`src/rtl/shift_pkg.sv`:
```
// Shared definitions for the pipelined barrel shifter: op encodings and a
// constant-foldable ceil(log2) helper used to size the shift-amount port.
package shift_pkg;

    localparam logic [1:0] OP_SLL  = 2'b00;
    localparam logic [1:0] OP_SRL  = 2'b01;
    localparam logic [1:0] OP_SRA  = 2'b10;
    localparam logic [1:0] OP_ROTR = 2'b11;

    function automatic int unsigned clog2(input int unsigned value);
        int unsigned result;
        int unsigned v;
        result = 0;
        v      = value - 1;
        while (v != 0) begin
            v      = v >> 1;
            result = result + 1;
        end
        return result;
    endfunction

endpackage

```
`src/rtl/shift_stage.sv`:
```
// One pipeline stage of the barrel shifter: a contiguous group of right-shift
// mux levels followed by the stage register with its valid/ready handshake.
module shift_stage
    import shift_pkg::*;
#(
    parameter int unsigned DATA_WIDTH  = 32,
    parameter int unsigned TAG_WIDTH   = 5,
    parameter int unsigned SHAMT_WIDTH = 5,
    parameter int unsigned FIRST_LEVEL = 0,
    parameter int unsigned NUM_LEVELS  = 1,
    parameter bit          LAST_STAGE  = 1'b0
) (
    input  logic                   clk,
    input  logic                   rst_n,
    input  logic                   flush,
    input  logic                   in_valid,
    output logic                   in_ready,
    input  logic [DATA_WIDTH-1:0]  in_data,
    input  logic [1:0]             in_op,
    input  logic [SHAMT_WIDTH-1:0] in_shamt,
    input  logic                   in_fill,
    input  logic [TAG_WIDTH-1:0]   in_tag,
    output logic                   out_valid,
    input  logic                   out_ready,
    output logic [DATA_WIDTH-1:0]  out_data,
    output logic [1:0]             out_op,
    output logic [SHAMT_WIDTH-1:0] out_shamt,
    output logic                   out_fill,
    output logic [TAG_WIDTH-1:0]   out_tag
);

    localparam logic [DATA_WIDTH-1:0] ONES = '1;

    logic                   valid_q;
    logic [DATA_WIDTH-1:0]  data_q;
    logic [1:0]             op_q;
    logic [SHAMT_WIDTH-1:0] shamt_q;
    logic                   fill_q;
    logic [TAG_WIDTH-1:0]   tag_q;

    logic [DATA_WIDTH-1:0]  shifted;
    logic [DATA_WIDTH-1:0]  result;
    logic                   load;

    assign in_ready = ~valid_q | out_ready;
    assign load     = in_valid & in_ready & ~flush;

    // Level k moves the word right by 2^k; fill is zero for SLL/SRL and the
    // captured sign for SRA, while ROTR wraps the low bits round to the top.
    always_comb begin
        shifted = in_data;
        for (int k = 0; k < NUM_LEVELS; k++) begin
            if (in_shamt[FIRST_LEVEL + k]) begin
                if (in_op == OP_ROTR) begin
                    shifted = (shifted >> (1 << (FIRST_LEVEL + k)))
                            | (shifted << (DATA_WIDTH - (1 << (FIRST_LEVEL + k))));
                end else begin
                    shifted = (shifted >> (1 << (FIRST_LEVEL + k)))
                            | ({DATA_WIDTH{in_fill}} & ~(ONES >> (1 << (FIRST_LEVEL + k))));
                end
            end
        end
        result = shifted;
        if (LAST_STAGE && (in_op == OP_SLL)) begin
            for (int b = 0; b < DATA_WIDTH; b++) begin
                result[b] = shifted[DATA_WIDTH-1-b];
            end
        end
    end

    always_ff @(posedge clk or negedge rst_n) begin
        if (!rst_n) begin
            valid_q <= 1'b0;
            data_q  <= '0;
            op_q    <= '0;
            shamt_q <= '0;
            fill_q  <= 1'b0;
            tag_q   <= '0;
        end else begin
            if (flush) begin
                valid_q <= 1'b0;
            end else if (in_ready) begin
                valid_q <= in_valid;
            end
            if (load) begin
                data_q  <= result;
                op_q    <= in_op;
                shamt_q <= in_shamt;
                fill_q  <= in_fill;
                tag_q   <= in_tag;
            end
        end
    end

    assign out_valid = valid_q;
    assign out_data  = data_q;
    assign out_op    = op_q;
    assign out_shamt = shamt_q;
    assign out_fill  = fill_q;
    assign out_tag   = tag_q;

endmodule

```
`src/rtl/shift_unit_pipe.sv`:
```
// Pipelined SLL/SRL/SRA/ROTR barrel shifter with valid/ready flow control,
// flush and a tag that rides alongside each operand.
module shift_unit_pipe
    import shift_pkg::*;
#(
    parameter int unsigned DATA_WIDTH  = 32,
    parameter int unsigned PIPE_STAGES = 2,
    parameter int unsigned TAG_WIDTH   = 5,
    localparam int unsigned SHAMT_WIDTH = clog2(DATA_WIDTH)
) (
    input  logic                   clk,
    input  logic                   rst_n,
    input  logic                   flush,
    input  logic                   in_valid,
    output logic                   in_ready,
    input  logic [DATA_WIDTH-1:0]  in_data,
    input  logic [SHAMT_WIDTH-1:0] in_shamt,
    input  logic [1:0]             in_op,
    input  logic [TAG_WIDTH-1:0]   in_tag,
    output logic                   out_valid,
    input  logic                   out_ready,
    output logic [DATA_WIDTH-1:0]  out_data,
    output logic [TAG_WIDTH-1:0]   out_tag
);

    localparam int unsigned LEVELS_PER_STAGE = (SHAMT_WIDTH + PIPE_STAGES - 1) / PIPE_STAGES;

    // Index i is the boundary feeding stage i; index PIPE_STAGES is the output.
    logic                   stg_valid [PIPE_STAGES+1];
    logic                   stg_ready [PIPE_STAGES+1];
    logic [DATA_WIDTH-1:0]  stg_data  [PIPE_STAGES+1];
    logic [1:0]             stg_op    [PIPE_STAGES+1];
    logic [SHAMT_WIDTH-1:0] stg_shamt [PIPE_STAGES+1];
    logic                   stg_fill  [PIPE_STAGES+1];
    logic [TAG_WIDTH-1:0]   stg_tag   [PIPE_STAGES+1];

    logic [DATA_WIDTH-1:0]  entry_data;

    // SLL is done as a right shift of the bit-reversed operand.
    always_comb begin
        entry_data = in_data;
        if (in_op == OP_SLL) begin
            for (int b = 0; b < DATA_WIDTH; b++) begin
                entry_data[b] = in_data[DATA_WIDTH-1-b];
            end
        end
    end

    assign stg_valid[0] = in_valid;
    assign stg_data[0]  = entry_data;
    assign stg_op[0]    = in_op;
    assign stg_shamt[0] = in_shamt;
    assign stg_fill[0]  = (in_op == OP_SRA) & in_data[DATA_WIDTH-1];
    assign stg_tag[0]   = in_tag;

    assign stg_ready[PIPE_STAGES] = out_ready;
    assign in_ready  = stg_ready[0] & ~flush;
    assign out_valid = stg_valid[PIPE_STAGES];
    assign out_data  = stg_data[PIPE_STAGES];
    assign out_tag   = stg_tag[PIPE_STAGES];

    for (genvar i = 0; i < PIPE_STAGES; i++) begin : g_stage
        localparam int unsigned FIRST_RAW = LEVELS_PER_STAGE * i;
        localparam int unsigned COUNT =
            (FIRST_RAW >= SHAMT_WIDTH) ? 0 :
            ((SHAMT_WIDTH - FIRST_RAW < LEVELS_PER_STAGE) ? SHAMT_WIDTH - FIRST_RAW
                                                          : LEVELS_PER_STAGE);
        // Stages left without levels keep a legal base index; they only delay.
        localparam int unsigned FIRST = (COUNT == 0) ? 0 : FIRST_RAW;

        shift_stage #(
            .DATA_WIDTH  (DATA_WIDTH),
            .TAG_WIDTH   (TAG_WIDTH),
            .SHAMT_WIDTH (SHAMT_WIDTH),
            .FIRST_LEVEL (FIRST),
            .NUM_LEVELS  (COUNT),
            .LAST_STAGE  (i == PIPE_STAGES - 1)
        ) u_stage (
            .clk       (clk),
            .rst_n     (rst_n),
            .flush     (flush),
            .in_valid  (stg_valid[i]),
            .in_ready  (stg_ready[i]),
            .in_data   (stg_data[i]),
            .in_op     (stg_op[i]),
            .in_shamt  (stg_shamt[i]),
            .in_fill   (stg_fill[i]),
            .in_tag    (stg_tag[i]),
            .out_valid (stg_valid[i+1]),
            .out_ready (stg_ready[i+1]),
            .out_data  (stg_data[i+1]),
            .out_op    (stg_op[i+1]),
            .out_shamt (stg_shamt[i+1]),
            .out_fill  (stg_fill[i+1]),
            .out_tag   (stg_tag[i+1])
        );
    end

endmodule

```
`config.mk`:
```
export PLATFORM = sky130hd
export DESIGN_NAME = shift_unit_pipe
export DESIGN_NICKNAME = d
export VERILOG_FILES = /design/src/rtl/shift_pkg.sv /design/src/rtl/shift_stage.sv /design/src/rtl/shift_unit_pipe.sv
export SDC_FILE = /design/constraint.sdc
export NUM_CORES = 1
export LEC_CHECK = 0
export ABC_AREA = 1
export BUFFER_PORTS_ARGS = -buffer_cell sky130_fd_sc_hd__buf_4
export CORE_MARGIN = 2
export CORE_UTILIZATION = 59
export CTS_CLUSTER_DIAMETER = 50
export CTS_CLUSTER_SIZE = 16
export DETAILED_ROUTE_END_ITERATION = 16
export PLACE_DENSITY_LB_ADDON = 0.2
export SLEW_MARGIN = 10
export SYNTH_ARGS = -nofsm -noshare
export SYNTH_HDL_FRONTEND = slang
export SYNTH_SLANG_ARGS = --single-unit
```
`constraint.sdc`:
```
create_clock -name clk -period 1.95 [get_ports clk]
set_input_delay 0.195 -clock clk [delete_from_list [all_inputs] [get_ports clk]]
set_output_delay 0.195 -clock clk [all_outputs]
set_load 0.01 [all_outputs]
```
Word-level counts from Yosys, hierarchy flattened
Cells that the tools add are included.
{"block": "word_totals", "out_inout_bits": 39, "wordCells": 53, "register_bits": 84}
{"block": "classes", "n_mux": 16, "bitwise": 21, "eq_ne": 3, "reduce_logical": 4}
{"op": "32-bit 2-to-1 mux", "n": 12}
{"op": "16-bit by 32-bit bitwise OR with 32-bit output", "n": 2}
{"op": "24-bit by 32-bit bitwise OR with 32-bit output", "n": 2}
{"op": "28-bit by 32-bit bitwise OR with 32-bit output", "n": 2}
{"op": "30-bit by 32-bit bitwise OR with 32-bit output", "n": 2}
{"op": "31-bit by 32-bit bitwise OR with 32-bit output", "n": 2}
{"op": "1-bit AND", "n": 6}
{"op": "2-bit == test, second input constant", "n": 3}
{"op": "2-bit logical NOT", "n": 2}
{"op": "1-bit 2-to-1 mux", "n": 4}
{"op": "2-bit nonzero test", "n": 2}
{"op": "1-bit inverter", "n": 3}
{"op": "1-bit bitwise OR", "n": 2}

Logic depth before layout (Yosys ltp)
{"block": "logic_depth", "depth_word": 11, "ltp_mapped": 13, "ltp_nobuf": 12}

Modules after synthesis
Synthesis repeated with hierarchy kept, for this count alone.
{"block": "unflattened", "hier_cells": 1014, "hier_area_um2": 6341.1}
{"mod": "shift_stage at g_stage[1].u_stage", "n_inst": 1, "cells_per_inst": 473, "area_per_inst_um2": 2976.6}
{"mod": "shift_stage at g_stage[0].u_stage", "n_inst": 1, "cells_per_inst": 431, "area_per_inst_um2": 2882.8}
{"mod": "shift_unit_pipe", "n_inst": 1, "cells_per_inst": 110, "area_per_inst_um2": 481.7}

Worst setup path after synthesis
OpenSTA, ideal clock, no wires.
{"block": "synth_timing", "path_kind": "reg2reg", "from": "reg g_stage[1].u_stage.valid_q", "to": "reg g_stage[0].u_stage.data_q[25]", "synth_period_minus_slack_ns": 1.383, "t_arrival_ns": 1.266, "setup_slack_ns": 0.567, "t_required_ns": 1.832, "path_stages_with_launch": 12, "n_path_buf": 1, "cell_sequence": "dfrtp_1 -> inv_1 -> nor2_1 -> inv_1 -> nor2_1 -> inv_1 -> nand2_1 -> nor2_2 -> inv_2 -> clkbuf_1 -> nand2_1 -> nand2_1"}
{"block": "synth_between", "elab_chain_cells": 5}
{"item": "from (decl)", "line": "shift_stage.sv:34", "text": "logic valid_q;"}
{"item": "from (signal assigned)", "line": "shift_stage.sv:83", "text": "valid_q <= in_valid;"}
{"item": "1-bit inverter", "line": "shift_stage.sv:45", "text": "assign in_ready = ~valid_q | out_ready;"}
{"item": "1-bit bitwise OR (2 in a row)", "line": "shift_stage.sv:45"}
{"item": "1-bit AND (2 in a row)", "line": "shift_stage.sv:46", "text": "assign load = in_valid & in_ready & ~flush;"}
{"item": "to (signal assigned)", "line": "shift_stage.sv:86", "text": "data_q <= result;"}
{"item": "to (decl)", "line": "shift_stage.sv:35", "text": "logic [DATA_WIDTH-1:0] data_q;"}
Every way passes these cells.
A chain may end at the register's enable or synchronous reset.

Worst setup path in the final report
{"block": "layout_timing", "from": "reg g_stage[0].u_stage.shamt_q[4]", "to": "reg g_stage[1].u_stage.data_q[26]"}
{"block": "layout_between", "elab_chain_cells": 2}
{"item": "from (decl)", "line": "shift_stage.sv:37", "text": "logic [SHAMT_WIDTH-1:0] shamt_q;"}
{"item": "from (signal assigned)", "line": "shift_stage.sv:88", "text": "shamt_q <= in_shamt;"}
{"item": "32-bit 2-to-1 mux", "line": "shift_stage.sv:53", "text": "if (in_shamt[FIRST_LEVEL + k]) begin"}
{"item": "32-bit 2-to-1 mux", "line": "shift_stage.sv:64", "text": "if (LAST_STAGE && (in_op == OP_SLL)) begin"}
{"item": "to (signal assigned)", "line": "shift_stage.sv:86"}
{"item": "to (decl)", "line": "shift_stage.sv:35"}
Every way passes these cells.

==> results.tsv <==
metric	value	unit
outcome	completed	
final weighted congestion in routability-driven placement	0.989	
Worst Path Required	2.20	ns
Worst-Skew Late Latency	0.36	ns
hold buffers post-CTS	2	
sequential power share	0.397	
Detailed Routing Iterations Pass 1	6	
CTS clk-pin slew, worst paths	0.09	ns
post-synthesis sequential area ratio	0.329	
Synth Net Count	984	
Die H	106	µm
capture point of the worst reg-to-reg path	g_stage[1].u_stage.out_data[26]	
Antenna diodes	0	
Final setup viols	0	
placed cell count	1122	
Synth cell types	24	
area grow syn2layout	15.0	%
Setup TNS	0	ns
average routed wire per standard cell	14.4	µm
worst path arrival time	1.91	ns
CP max-delay cell	dfrtp_1	
IO Count	88	
Adder-Cell Fraction of Synth Area	0	
fin crit period	1.66	ns
initial drt markers	608	
switching power	2.31	mW
commonest non-fill, non-tap cells in the layout	nand2_1 (313), nand3_1 (205), buf_4 (111)	
Net Sw Frac	0.400	
Storage cell area	2030	µm²
Hold Path End	g_stage[0].u_stage.out_tag[0]	
via/cell ratio	5.69	
post-CTS setup buffer count	0	
post-synth top area cell	dfrtp_1	
remaining global-route overflow	0	
CTS resizes	0	
filler cell count	944	
Fmax achieved	601	MHz
critical path launch point type	register	
crit path max fanout	19	
post-synthesis register bit count	81	
synthesized area	6170	µm²
Cell Pwr Density	814	nW/µm²
number of hold violations in the final report	0	
via count	6489	
CP Capture Type	register	
Core Footprint	10200	µm²
Synth Area in XOR/XNOR	0	
Root Buffer	clkbuf_8	
Clock Path Buffers	2	
vias in the first global route	5996	
Buffers on Ports	87	
initial core utilization	0.603	
P_leak	3.74	nW
CTS tree	yes	
Nets	1048	
total track usage	0.308	
clock share of power	0.203	
FF-to-FF Start	g_stage[0].u_stage.out_shamt[4]	
Multi-input gate area	3500	µm²
worst hold-check path type	primary input to register	
MaxCap Viol Count	0	
ranking of synthesized cells by area	dfrtp_1 (33%), nand2_1 (19%), nand3_1 (17%)	
hold path cells	3	
Pint	3.46	mW
clock sinks	81	
Slew Viols, Final	0	
initial antenna violation count	0	
post-synth top area share	0.329	
slew margin rel.	0.425	
Largest stage delay, worst path	0.62	ns
fraction of layout instances using a drive strength above 1	0.196	
first-pass GRT wire length	28200	µm
Rows	37	
crit-path cells	inv_1 > buf_4 > o21ai_0 > o21ai_0 > inv_1 > a21oi_1	
die area	11300	µm²
pin slew with the least headroom to its limit	0.861	ns
Syn Area/Cell	6.60	µm²
Routed WL	16500	µm
combinational family with the most area after synthesis	simple AND/OR/NAND/NOR gates	
largest net degree at the start of global routing	54	
Mapped Cells	935	
Synth Warn #	0	
Simple-Gate Fraction of Synth Area	0.396	
Worst VDD drop	0.471	mV
HPWL Detailed	12300	µm
die width	106	µm
antenna-violating nets left	0	
RSZ-0062 raised after global routing	no	
r2r setup slk	0.29	ns
Gate power share	0.400	
Tcrit/Tclk final	0.853	
most common cell after layout, fill and taps aside	nand2_1	
Setup Skew	0.00933	ns
mux share of post-synthesis cell area	0	
Worst Path Class, Setup	register to register	
Layout Cells excl Fill	1140	
H-tree levels	3	
post-route DRC violation count	0	
R2R cell count	6	
Synth Area in Compound Gates	0.172	
CTS Buf Count	9	
HP Start	in_tag[0]	
[stage by stage]
| stage | cell area, µm² | utilization | setup slack [ns] | hold slack [ns] | total power [mW] |
|---|---|---|---|---|---|
| 2_1_floorplan | 6170 | - | 0.567 | -0.101 | 3.72 |
| 3_3_place_gp | 6890 | 0.673 | 0.289 | 0.135 | 4.55 |
| 3_5_place_dp | 6890 | 0.673 | 0.239 | 0.140 | 4.59 |
| 4_1_cts | 7090 | 0.693 | 0.319 | 0.0193 | 5.77 |
| 5_1_grt | 7090 | 0.693 | 0.0630 | 0.0253 | 6.19 |
| 6_report | 7090 | 0.693 | 0.287 | 0.0262 | 5.77 |
[layer usage]
layer / up-vias / global-route usage / part of all wire
met3: 30 / 0.0533 / 0.074
met5: - / 0 / 0
met4: 0 / 0.0808 / 0.018
met1: 2957 / 0.420 / 0.43
met2: 284 / 0.511 / 0.48
li1: 3218 / - / -
[how the worst max path moves through the flow]
stage	depth (start not counted)	from	end	slack, ns
6_report	6	g_stage[0].u_stage.out_shamt[4]	g_stage[1].u_stage.out_data[26]	0.29
3_5_place_dp	9	in_op[1]	g_stage[0].u_stage.out_data[12]	0.24
5_1_grt	9	g_stage[0].u_stage.out_shamt[3]	g_stage[1].u_stage.out_data[19]	0.06
4_1_cts	9	g_stage[0].u_stage.out_shamt[3]	g_stage[1].u_stage.out_data[19]	0.32
3_3_place_gp	8	in_op[1]	g_stage[0].u_stage.out_data[18]	0.29
2_1_floorplan	11	g_stage[1].u_stage.out_valid	g_stage[0].u_stage.out_data[25]	0.57
[state kept, by name, summed over array words and instances (netlist names)]
signal / flops
g_stage.u_stage.out_tag: 10
g_stage.u_stage.out_shamt: 2
g_stage.u_stage.out_op: 2
g_stage.u_stage.out_valid: 2
g_stage.u_stage.out_data: 64
g_stage.u_stage.out_fill: 1
[cells in the mapped netlist]
cell and instances:
buf_1 10, nor2_4 1, buf_6 6, a21o_1 1, inv_1 74, o21ai_0 60
o211ai_1 8, or2_2 8, o21ai_1 19, nor2_1 21, inv_2 3, buf_8 2
nand2_1 313, nand3_1 205, o21a_1 2, o211ai_2 39, a21oi_1 19, nor2_2 2
buf_4 2, dfrtp_1 81, buf_2 24, clkinv_1 2, nand2_2 14, clkbuf_1 19
[power groups by stage]
stage          Clock, mW  Sequential (mW)  Combinational, mW
5_1_grt             1.26             2.34               2.59
2_1_floorplan          0             2.36               1.36
3_5_place_dp           0             2.32               2.28
4_1_cts             1.19             2.29               2.29
6_report            1.17             2.29               2.31
3_3_place_gp           0             2.31               2.24
[area by class of cell]
| cell class | instances | area share |
|---|---|---|
| Clock buffer | 9 | 0.0175 |
| Clock inverter | 7 | 0.00847 |
| Inverter | 79 | 0.0418 |
| Multi-Input combinational cell | 712 | 0.494 |
| Sequential cell | 81 | 0.286 |
| Tap cell | 136 | 0.0240 |
| Timing Repair Buffer | 116 | 0.129 |
[logic make-up after synthesis]
logic type	count (synthesis)
simple gates	564
flops	81
compound gates	148
buf+inv	142
[worst max-delay path: cells and delay by family (launching register included)]
kind                   cells  cell delay [ns]
buffers and inverters      3             0.41
flip-flops                 1             0.62
AO/OA/AOI/OAI              3             0.52
Power figures use the tool's default switching activity.
